--- src/rtl/ehgu_basic_pkg.sv ---
// Shared helpers for the ehgu read-side blocks: counter width derivation and
// the per-stage bookkeeping carried alongside each outstanding pop request.
package ehgu_basic_pkg;

   // Counter width able to hold 0..depth inclusive.
   function automatic int ehgu_cw(input int depth);
      return $clog2(depth + 1);
   endfunction

   // One slot of the in-flight shift register.
   typedef struct packed {
      logic expected;   // a pop was issued and its data is due when this slot exits
      logic discard;    // a flush happened after issue; drop the return silently
   } rd_stage_t;

endpackage

--- src/rtl/ehgu_reg_queue.sv ---
// Flop-based circular queue with a show-ahead head. Pointers wrap modulo
// DEPTH, so non-power-of-two depths are fine. A push into a full queue is
// accepted only when a pop frees a slot in the same cycle.
module ehgu_reg_queue
   import ehgu_basic_pkg::*;
#(
   parameter int WIDTH = 8,
   parameter int DEPTH = 3,
   localparam int CW = ehgu_cw(DEPTH)
) (
   input  logic             clk,
   input  logic             rst,
   input  logic             push,
   input  logic             pop,
   input  logic [WIDTH-1:0] din,
   output logic [WIDTH-1:0] dout,
   output logic [CW-1:0]    count
);

   localparam int PW = (DEPTH > 1) ? $clog2(DEPTH) : 1;

   logic [DEPTH-1:0][WIDTH-1:0] mem_q, mem_d;
   logic [PW-1:0]               wr_ptr_q, wr_ptr_d;
   logic [PW-1:0]               rd_ptr_q, rd_ptr_d;
   logic [CW-1:0]               count_q, count_d;
   logic                        do_push, do_pop;

   function automatic logic [PW-1:0] ptr_inc(input logic [PW-1:0] p);
      return (p == PW'(DEPTH - 1)) ? '0 : p + PW'(1);
   endfunction

   // Next-state: write at tail, advance head, track count.
   always_comb begin
      do_pop   = pop & (count_q != '0);
      do_push  = push & ((count_q != CW'(DEPTH)) | do_pop);
      mem_d    = mem_q;
      wr_ptr_d = wr_ptr_q;
      rd_ptr_d = rd_ptr_q;
      if (do_push) begin
         mem_d[wr_ptr_q] = din;
         wr_ptr_d        = ptr_inc(wr_ptr_q);
      end
      if (do_pop) begin
         rd_ptr_d = ptr_inc(rd_ptr_q);
      end
      count_d = count_q + CW'(do_push) - CW'(do_pop);
   end

   // Data storage carries no reset; validity comes from count.
   always_ff @(posedge clk) begin
      mem_q <= mem_d;
   end

   // Pointer and count registers with synchronous reset.
   always_ff @(posedge clk) begin
      if (rst) begin
         wr_ptr_q <= '0;
         rd_ptr_q <= '0;
         count_q  <= '0;
      end else begin
         wr_ptr_q <= wr_ptr_d;
         rd_ptr_q <= rd_ptr_d;
         count_q  <= count_d;
      end
   end

   assign dout  = mem_q[rd_ptr_q];
   assign count = count_q;

endmodule

--- src/rtl/ehgu_fifo_rd_prefetch.sv ---
// Read-side prefetch: issues pops to the FIFO under a credit limit, tracks the
// fixed memory latency with a shift register, lands returns in a small queue
// and presents them over valid/ready. Flush empties the queue and marks every
// outstanding return for silent discard.
module ehgu_fifo_rd_prefetch
   import ehgu_basic_pkg::*;
#(
   parameter int WIDTH      = 8,
   parameter int RD_LATENCY = 1,
   parameter int BUF_DEPTH  = 3,
   localparam int CW = ehgu_cw(BUF_DEPTH)
) (
   input  logic             clk,
   input  logic             rst,
   input  logic             en,
   input  logic             flush,
   input  logic             rd_empty,
   output logic             rd_req,
   input  logic [WIDTH-1:0] rd_data,
   input  logic             rd_data_valid,
   output logic [WIDTH-1:0] dout,
   output logic             dout_valid,
   input  logic             dout_ready,
   output logic [CW-1:0]    occupancy,
   output logic             err
);

   rd_stage_t [RD_LATENCY-1:0] pipe_q, pipe_d;
   logic [CW-1:0]              inflight_q, inflight_d;
   logic                       err_q, err_d;
   logic [CW-1:0]              occ;
   logic                       expected, discarded, credit_ok, q_full;
   logic                       pop, ret_ok, push, overflow, q_rst;

   // Issue, return and error decisions for the current cycle.
   always_comb begin
      expected  = pipe_q[RD_LATENCY-1].expected;
      discarded = pipe_q[RD_LATENCY-1].discard;
      // Registered occ/inflight make the credit check conservative by one cycle.
      credit_ok = ({1'b0, occ} + {1'b0, inflight_q}) < (CW + 1)'(BUF_DEPTH);
      rd_req    = en & ~rst & ~flush & ~rd_empty & credit_ok;
      q_full    = (occ == CW'(BUF_DEPTH));
      pop       = dout_valid & dout_ready;
      ret_ok    = rd_data_valid & expected & ~discarded;
      push      = ret_ok & ~flush & (~q_full | pop);
      overflow  = ret_ok & ~flush & q_full & ~pop;
      q_rst     = rst | flush;

      pipe_d             = '0;
      pipe_d[0].expected = rd_req;
      for (int i = 1; i < RD_LATENCY; i++) begin
         pipe_d[i] = pipe_q[i-1];
      end
      // Everything still travelling toward us, including a same-cycle issue, is stale.
      if (flush) begin
         for (int i = 0; i < RD_LATENCY; i++) begin
            pipe_d[i].discard = 1'b1;
         end
      end

      inflight_d = inflight_q + CW'(rd_req) - CW'(expected);
      err_d      = err_q | (rd_data_valid ^ expected) | overflow;
   end

   // In-flight tracking and sticky error state.
   always_ff @(posedge clk) begin
      if (rst) begin
         pipe_q     <= '0;
         inflight_q <= '0;
         err_q      <= 1'b0;
      end else begin
         pipe_q     <= pipe_d;
         inflight_q <= inflight_d;
         err_q      <= err_d;
      end
   end

   ehgu_reg_queue #(
      .WIDTH (WIDTH),
      .DEPTH (BUF_DEPTH)
   ) u_queue (
      .clk   (clk),
      .rst   (q_rst),
      .push  (push),
      .pop   (pop),
      .din   (rd_data),
      .dout  (dout),
      .count (occ)
   );

   assign dout_valid = (occ != '0);
   assign occupancy  = occ;
   assign err        = err_q;

endmodule

--- config.mk ---
export PLATFORM = sky130hd
export DESIGN_NAME = ehgu_fifo_rd_prefetch
export DESIGN_NICKNAME = d
export VERILOG_FILES = /design/src/rtl/ehgu_basic_pkg.sv /design/src/rtl/ehgu_reg_queue.sv /design/src/rtl/ehgu_fifo_rd_prefetch.sv
export SDC_FILE = /design/constraint.sdc
export NUM_CORES = 1
export LEC_CHECK = 0
export CORE_ASPECT_RATIO = 1.25
export CORE_MARGIN = 5
export CORE_UTILIZATION = 55
export CTS_BUF_LIST = sky130_fd_sc_hd__clkbuf_16
export DETAILED_ROUTE_END_ITERATION = 8
export GPL_ROUTABILITY_DRIVEN = 1
export PLACE_DENSITY = 0.88
export SLEW_MARGIN = 20
export SYNTH_ARGS = -nofsm -noshare
export SYNTH_HDL_FRONTEND = slang
export SYNTH_HIERARCHICAL = 1
export SYNTH_SLANG_ARGS = --single-unit
--- constraint.sdc ---
create_clock -name clk -period 3.6 [get_ports clk]
set_clock_uncertainty 0.15 [all_clocks]
set_input_delay 0.72 -clock clk [delete_from_list [all_inputs] [get_ports clk]]
set_output_delay 0.72 -clock clk [all_outputs]
set_load 0.02 [all_outputs]
* Word level (Yosys, flattened, before mapping)
Cells that the tools add are included.
** Storage, ports and cells
- Bits of input ports :: 15
- Register bits after elaboration :: 35
- Logic and storage cells :: 60
** Cells by class
- Eq/ne operators :: 4
- Bitwise operators :: 25
- Reductions and logical operators :: 2
- $lt $le $gt $ge :: 4
- Muxes and demuxes :: 8
- Add/subtract/negate cells :: 7
** Operator list (count)
- $bwmux 24 :: 1
- $bmux 8 s2 :: 1
- $demux 8 s2 :: 1
- $mux 8 :: 2
- $and 1x1->1 :: 13
- $eq 2x2->1 const B :: 3
- $lt 2x3->1 const B :: 2
- $not 1->1 :: 6
- $or 1x1->1 :: 5
- $add 2x1->2 :: 2
- $add 2x1->2 const B :: 2
- $mux 2 :: 2
- $sub 2x1->2 :: 2
- $add 2x2->3 :: 1
- $lt 3x2->1 const B :: 1
- $ge 2x1->1 const B :: 1
- $ne 2x2->1 const B :: 1
- $reduce_bool 2->1 :: 1
- $logic_and 1x1->1 :: 1
- $mux 1 :: 1
- $xor 1x1->1 :: 1

* Logic depth before layout (Yosys ltp)
Gate-level depths: netlist of the first run.
- Word-level depth :: 7
- Mapped depth :: 10
- Depth with buffers taken out :: 10

* Hierarchy
The synthesis of the first run kept the hierarchy.
** Modules (own cells, without submodules)
- ehgu_reg_queue :: area an instance 1197.4 um2, cells each 85, times used 1
- ehgu_fifo_rd_prefetch :: area an instance 312.8 um2, cells each 28, times used 1

* Worst setup path after synthesis of the first run
OpenSTA, ideal clock, no wires.
- Path kind :: input port to flip-flop
- Start :: in rd_data_valid
- End :: reg u_queue/mem_q[10] (netlist name), enable pin
- Stages on the path :: 5
- Library setup time :: 385 ps
- Data arrival time :: 2186 ps
- Setup slack :: 879 ps
- Cells stage by stage :: ha_1 -> or3b_1 -> a31oi_1 -> o21ai_2 -> nor3b_1
** On the way
- Longest elaborated chain between the ends :: 5
** RTL lines
- start, declared :: line ehgu_fifo_rd_prefetch.sv:20 : input logic rd_data_valid,
- $and 1x1->1 (2 in series) :: line ehgu_fifo_rd_prefetch.sv:44 : ret_ok = rd_data_valid & expected & ~discarded;
- $and 1x1->1 (2 in series) :: line ehgu_fifo_rd_prefetch.sv:45 : push = ret_ok & ~flush & (~q_full | pop);
- named net push :: line ehgu_fifo_rd_prefetch.sv:33 : logic pop, ret_ok, push, overflow, q_rst;
- $and 1x1->1 :: line ehgu_reg_queue.sv:35 : do_push = push & ((count_q != CW'(DEPTH)) | do_pop);
- end signal, assigned :: line ehgu_reg_queue.sv:51 : mem_q <= mem_d;
- end, declared :: line ehgu_reg_queue.sv:22 : logic [DEPTH-1:0][WIDTH-1:0] mem_q, mem_d;
The timed path passes the listed nets, and every way through them passes these cells.
A chain may end at the register's enable or synchronous reset.

* Worst setup path in the final report of the first run
- Start :: in rst
- End :: out rd_req
** On the way
- Longest elaborated chain between the ends :: 5
** RTL lines
- start, declared :: line ehgu_fifo_rd_prefetch.sv:14 : input logic rst,
- $not 1->1 :: line ehgu_fifo_rd_prefetch.sv:41 : rd_req = en & ~rst & ~flush & ~rd_empty & credit_ok;
- $and 1x1->1 (4 in series) :: line ehgu_fifo_rd_prefetch.sv:41
- end, declared :: line ehgu_fifo_rd_prefetch.sv:18 : output logic rd_req,
Every way passes these cells.

==> results of run 1 <==
==> registers in the layout (all words and copies together), names as in the netlist <==
register,count
u_queue/mem_q,24
expected,1
u_queue/count,2
err,1
inflight_q,2
u_queue/wr_ptr_q,2
u_queue/rd_ptr_q,2
discarded,1
==> layout make-up <==
class,count,area share (%)
clock buffers,5,6.325
flip-flops and latches,35,47.56
well taps,34,2.151
multi-input cells,70,27.07
repair buffers,31,15.18
inverters,5,0.9488
clock inverters,3,0.7590
==> metal layers <==
metal	vias up	part of all wire, %	track usage, %
met1	452	37	14.53
met4	0	3.0	9.855
met3	9	6.9	5.773
li1	477	-	-
met5	-	0	0
met2	38	53	29.48
==> cells by family after synthesis <==
group / after synthesis / synth area share [%]
fa+ha+maj: 7 / 6.297
xor+xnor: 2 / 2.071
mux: 10 / 6.711
compound gates: 15 / 5.634
buf+inv: 8 / 2.237
flops: 35 / 62.30
simple gates: 36 / 14.75
==> worst paths after layout <==
kind	to	slack, ns	cells after the start
worst max-delay path	rd_req	0.26	4
worst max register to register	u_queue/count[1]	1.13	10
worst min register to register	err	0.38	2
worst min-delay path	err	0.38	2
==> where the power goes <==
group          internal [mW]  switching (mW)  leakage (nW)  total [mW]
registers              0.434         0.00245         0.305       0.436
clock network          0.251           0.145        0.0733       0.397
logic                 0.0246          0.0145         0.357      0.0391
total                  0.710           0.162         0.735       0.872
==> per-stage QoR <==
step | instance area (µm²) | setup WS [ns] | util (%) | std cells | power [mW]
floorplan | 1510 | 0.8786 | - | 113 | 0.4575
global placement | 1838 | 0.3053 | 69.26 | 175 | 0.4811
detailed placement | 1838 | 0.2589 | 69.26 | 175 | 0.4830
CTS | 1978 | 0.2490 | 74.54 | 183 | 0.8821
global route | 1978 | 0.1650 | 74.54 | 183 | 0.9089
finish | 1978 | 0.2610 | 74.54 | 183 | 0.8720
==> cell usage in the layout (no fill, tap or decap) <==
master	synthesis	final
clkdlybuf4s50_1	0	27
edfxtp_1	24	24
dfxtp_1	11	11
nand2_1	11	11
mux2i_1	9	9
o21ai_0	8	8
ha_1	6	6
inv_1	5	5
clkbuf_16	0	5
buf_4	1	4
a21oi_1	3	3
nor2_1	3	3
clkinv_2	0	3
nor2b_1	3	3
nor3_1	3	3
and4bb_2	2	2
or3b_1	2	2
and2b_2	2	2
o21ai_2	2	2
nor3b_1	2	2
or2_4	1	1
or2_2	1	1
and2_1	1	1
a31oi_1	1	1
xnor3_1	1	1
nand4bb_1	1	1
o22ai_1	1	1
fa_1	1	1
mux2_2	1	1
or3_1	1	1
or3b_2	1	1
nand2b_1	1	1
xor2_1	1	1
and2_2	1	1
==> critical path: stages <==
cell             delay [ns]
clkdlybuf4s50_1        0.49
or2_4                  0.33
and4bb_2               0.32
clkdlybuf4s50_1        0.60
==> reports/metrics.csv, run 1 <==
stage,metric,value,unit
clock_network,clk_latency,0.27,ns
worst_setup_path,crit_arrival,2.47,ns
clock_network,root_buffer,clkbuf_16,
floorplanning,start_util,56.91,%
timing,final.period_utilization,92.75,%
pwr,power_leakage,0.7353,nW
run,maxCapViolCount,0,
floorplanning,io_pins,28,
synthesis,synthTopCellsByCount,"24 x edfxtp_1, 11 x dfxtp_1, 11 x nand2_1",
clock_network,cts_buffer_depth,2,
clock_network,numCtsBuffers,5,
timing,max_slew_margin,59.25,%
synthesis,synth_warnings,6,
final_layout,seq_area,940.9,µm²
timing,fmax,299.5,MHz
final_layout,fin_nets,170,
final_layout,fillCellCount,167,
synthesis,ys_types,32,
timing,finalSetupViolations,0,
timing,tns,0,ns
floorplanning,core-area,2654,µm²
clock_network,cts_tree,done,
worst_setup_path,r2r_start,expected,
global_route,overflow,0,
global_route,grt_pass1_vias,978,
pwr,p_per_area,440.8,nW/µm²
route,ant_nets,0,
timing,grt_setup_unrepaired,false,
route,wirelength,2.755,mm
synthesis,synth_nets,135,
timing,finalHoldViolCount,0,
place,place_hpwl,1.926,mm
synthesis,ys_ff_latch,35,
route,vias,976,
hold_path,hp-class,reg -> reg,
route,viasPerCell,5.333,
timing,period_needed,3.339,ns
clock_network,post_cts_buffers,0,
pwr,vdd_ir_drop_max,0.3372,mV
final_layout,multi_input_area,535.5,µm²
clock_network,cts_resized,0,
worst_setup_path,cp_max_fo,10,
worst_setup_path,crit_start,rst,
floorplanning,die_y,68.59,µm
route,drtIter0Drc,19,
global_route,grt_usage,15.75,%
clock_network,cts_num_sinks,35,
synthesis,async_flop_share,0,%
worst_setup_path,crit_type,in -> out,
route,drt_pass1_iterations,4,
synthesis,yosys.area.top_type_share,47.72,%
floorplanning,die_x,56.87,µm
final_layout,area_growth,30.99,%
synthesis,synth_edf_count,24,
synthesis,synthFlopType,edfxtp_1,
synthesis,yosys.area.top_type,edfxtp_1,
final_layout,antenna_cells,0,
clock_network,path_clk_slew,0.05,ns
hold_path,holdCritStartpoint,err,
final_layout,drive_gt1_share,15.44,%
worst_setup_path,crit_path_start_kind,primary input,
route,wl_per_cell,15.05,µm
timing,drv_slew,0,
global_route,grt_max_degree,13,
worst_setup_path,end_kind,primary output,
synthesis,synth.most_common_cell,edfxtp_1,
floorplanning,row_count,21,
route,drcViolationCount,0,
clock_network,htree_levels,2,
timing,tightest_slew,0.6105,ns
global_route,grt_pass1_wl,4.312,mm
synthesis,synth_area_per_cell,13.36,µm²
synthesis,ys_seq_area_share,62.30,%
status,outcome,"complete, no violations",
synthesis,synth_cells,113,
floorplanning,die_area,3900,µm²
place,place.gp.congestion,0.7383,
synthesis,yosys-top-cells-area,"edfxtp_1 48%, dfxtp_1 15%, mux2i_1 6.0%",
clock_network,cts_hold_buf,0,
synthesis,syn_area,1510,µm²
place,portBuffers,27,
worst_setup_path,worst_ep_required_time,2.73,ns
global_route,antenna_found_initial,0,
timing,hold_slack,0.3834,ns
No activity file was read; power rests on OpenSTA's default activity.
==> run 2, diff against run 1 <==
--- a/config.mk
+++ b/config.mk
@@ -12,6 +12,7 @@
 export DETAILED_ROUTE_END_ITERATION = 8
 export GPL_ROUTABILITY_DRIVEN = 1
 export PLACE_DENSITY = 0.88
+export SETUP_SLACK_MARGIN = 0.2
 export SLEW_MARGIN = 20
 export SYNTH_ARGS = -nofsm -noshare
 export SYNTH_HDL_FRONTEND = slang
==> run 2 against run 1 <==
Compared with the run above:
- sequential power about the same
- utilization about the same
- first-iteration DRC count unchanged
- largest cell class unchanged
- cell area about the same
- die area unchanged
- global-route usage unchanged
- register-to-register slack about the same
- cell count unchanged
==> reports/metrics.csv, run 2 (same netlist as run 1, synthesis figures left out) <==
stage,metric,value,unit,change
status,outcome,"complete, no violations",,unchanged
timing,finalSetupViolations,0,,unchanged
global_route,grt_pass1_vias,978,,unchanged
place,place.gp.congestion,0.7383,,unchanged
hold_path,holdPathStages,2,,unchanged
worst_setup_path,cp_max_fo,10,,unchanged
worst_setup_path,crit_arrival,2.47,ns,about the same
place,portBuffers,27,,unchanged
worst_setup_path,worst-r2r-setup-slack,1.13,ns,about the same
floorplanning,io_pins,28,,unchanged
final_layout,final_common_cell,clkdlybuf4s50_1,,unchanged
floorplanning,core-area,2654,µm²,unchanged
timing,drv_slew,0,,unchanged
clock_network,path_clk_slew,0.05,ns,about the same
clock_network,htree_levels,2,,unchanged
final_layout,fin_nets,170,,unchanged
floorplanning,die_area,3900,µm²,unchanged
route,ant_nets,0,,unchanged
final_layout,drive_gt1_share,16.11,%,was 15.44%
clock_network,root_buffer,clkbuf_16,,unchanged
worst_setup_path,cp_slowest_cell,clkdlybuf4s50_1,,unchanged
worst_setup_path,ff2ff_path_depth,10,,unchanged
worst_setup_path,r2r_start,expected,,unchanged
pwr,power_leakage,0.7358,nW,was 0.7353 nW
worst_setup_path,end_kind,primary output,,unchanged
timing,max_slew_margin,59.25,%,unchanged
final_layout,area_growth,31.07,%,was 30.99%
route,wirelength,2.750,mm,was 2.755 mm
clock_network,clk_latency,0.27,ns,about the same
floorplanning,row_count,21,,unchanged
pwr,vdd_ir_drop_max,0.3372,mV,unchanged
hold_path,hp-class,reg -> reg,,unchanged
route,drtIter0Drc,19,,unchanged
worst_setup_path,max_stage_delay,0.60,ns,about the same
timing,final.period_utilization,92.75,%,about the same
timing,period_needed,3.339,ns,about the same
global_route,antenna_found_initial,0,,unchanged
pwr,p_per_area,440.4,nW/µm²,was 440.8 nW/µm²
global_route,grt_pass1_wl,4.312,mm,unchanged
route,viasPerCell,5.328,,was 5.333
timing,fmax,299.5,MHz,about the same
worst_setup_path,path_buf_inv,2,,unchanged
clock_network,numCtsBuffers,5,,unchanged
clock_network,cts_num_sinks,35,,unchanged
worst_setup_path,crit_type,in -> out,,unchanged
timing,tns,0,ns,unchanged
final_layout,final_cell_mix,"27 x clkdlybuf4s50_1, 24 x edfxtp_1, 11 x nand2_1",,"was 27 x clkdlybuf4s50_1, 24 x edfxtp_1, 11 x dfxtp_1, 11 x nand2_1, 9 x mux2i_1"
timing,grt_setup_unrepaired,false,,unchanged
global_route,grt_max_degree,13,,unchanged
global_route,overflow,0,,unchanged
route,wl_per_cell,15.03,µm,was 15.05 µm
clock_network,cts_buffer_depth,2,,unchanged
route,drt_pass1_iterations,4,,unchanged
hold_path,whs_endpoint,err,,unchanged
worst_setup_path,worst_ep_required_time,2.73,ns,about the same
worst_setup_path,path_cells,"clkdlybuf4s50_1, or2_4, and4bb_2, clkdlybuf4s50_1",,unchanged
final_layout,largest_reg_flops,24,,unchanged
route,vias,975,,was 976
floorplanning,die_x,56.87,µm,unchanged
final_layout,antenna_cells,0,,unchanged
hold_path,holdCritStartpoint,err,,unchanged
global_route,grt_usage,15.75,%,unchanged
timing,hold_slack,0.3834,ns,unchanged
run,maxCapViolCount,0,,unchanged
final_layout,top_register,u_queue/mem_q,,unchanged
clock_network,cts_tree,done,,unchanged
timing,finalHoldViolCount,0,,unchanged
worst_setup_path,crit_path_start_kind,primary input,,unchanged
worst_setup_path,rr_endpoint,u_queue/count[1],,unchanged
worst_setup_path,crit_path_frequent_cell,clkdlybuf4s50_1,,unchanged
place,place_hpwl,1.926,mm,unchanged
route,drcViolationCount,0,,unchanged
worst_setup_path,crit_start,rst,,unchanged
timing,tightest_slew,0.6105,ns,unchanged
worst_setup_path,critPathTopFamily,buffers and inverters,,unchanged
floorplanning,die_y,68.59,µm,unchanged
floorplanning,start_util,56.91,%,unchanged
[run 2: per-stage QoR]
stage | cells | total power, mW | utilization [%] | instance area (µm²) | setup WS, ns
floorplan | 113 | 0.4575 | - | 1510 | 0.8786
global placement | 175 | 0.4811 | 69.26 | 1838 | 0.3053
detailed placement | 175 | 0.4830 | 69.26 | 1838 | 0.2589
CTS | 183 | 0.8821 | 74.54 | 1978 | 0.2490
global route | 183 | 0.9089 | 74.59 | 1979 | 0.2112
finish | 183 | 0.8718 | 74.59 | 1979 | 0.2608
[run 2: how the worst max path moves through the flow]
stage                        end  slack [ns]  cells after the start
2_1_floorplan  u_queue/mem_q[10]        0.88                      5
3_5_place_dp              rd_req        0.26                      4
4_1_cts                   rd_req        0.25                      4
6_report                  rd_req        0.26                      4
5_1_grt                   rd_req        0.21                      4
3_3_place_gp              rd_req        0.31                      4
[run 2: tightest hold or removal path, delay by kind of cell (launching register included)]
family	cells	cell delay [ns]
and+or+nand+nor	1	0.09
AOI/OAI and AO/OA	1	0.08
DFF	1	0.31
[run 2: power by group]
part / internal [mW] / switching, mW
Sequential: 0.434 / 0.00244
Clock: 0.251 / 0.145
Combinational: 0.0246 / 0.0145
Total: 0.710 / 0.162
[run 2: routing by layer]
metal,track usage (%),vias to the layer above,share of wire [%]
met5,0,-,0
met4,9.855,0,3.1
met3,5.773,9,6.9
met2,29.48,38,53
met1,14.53,451,37
li1,-,477,-
[run 2: layout make-up]
type / count / area, µm²
flip-flops and latches: 35 / 942.2
fillers: 167 / 674.4
multi-input cells: 70 / 535.5
repair buffers: 31 / 300.3
clock buffers: 5 / 125.1
well taps: 34 / 42.54
inverters: 5 / 18.77
clock inverters: 3 / 15.01
[run 2: repair_timing]
item,CTS,global route
resized for setup,0,1
setup buffers,0,0
hold buffers,0,0
endpoints found under the setup margin,0,1
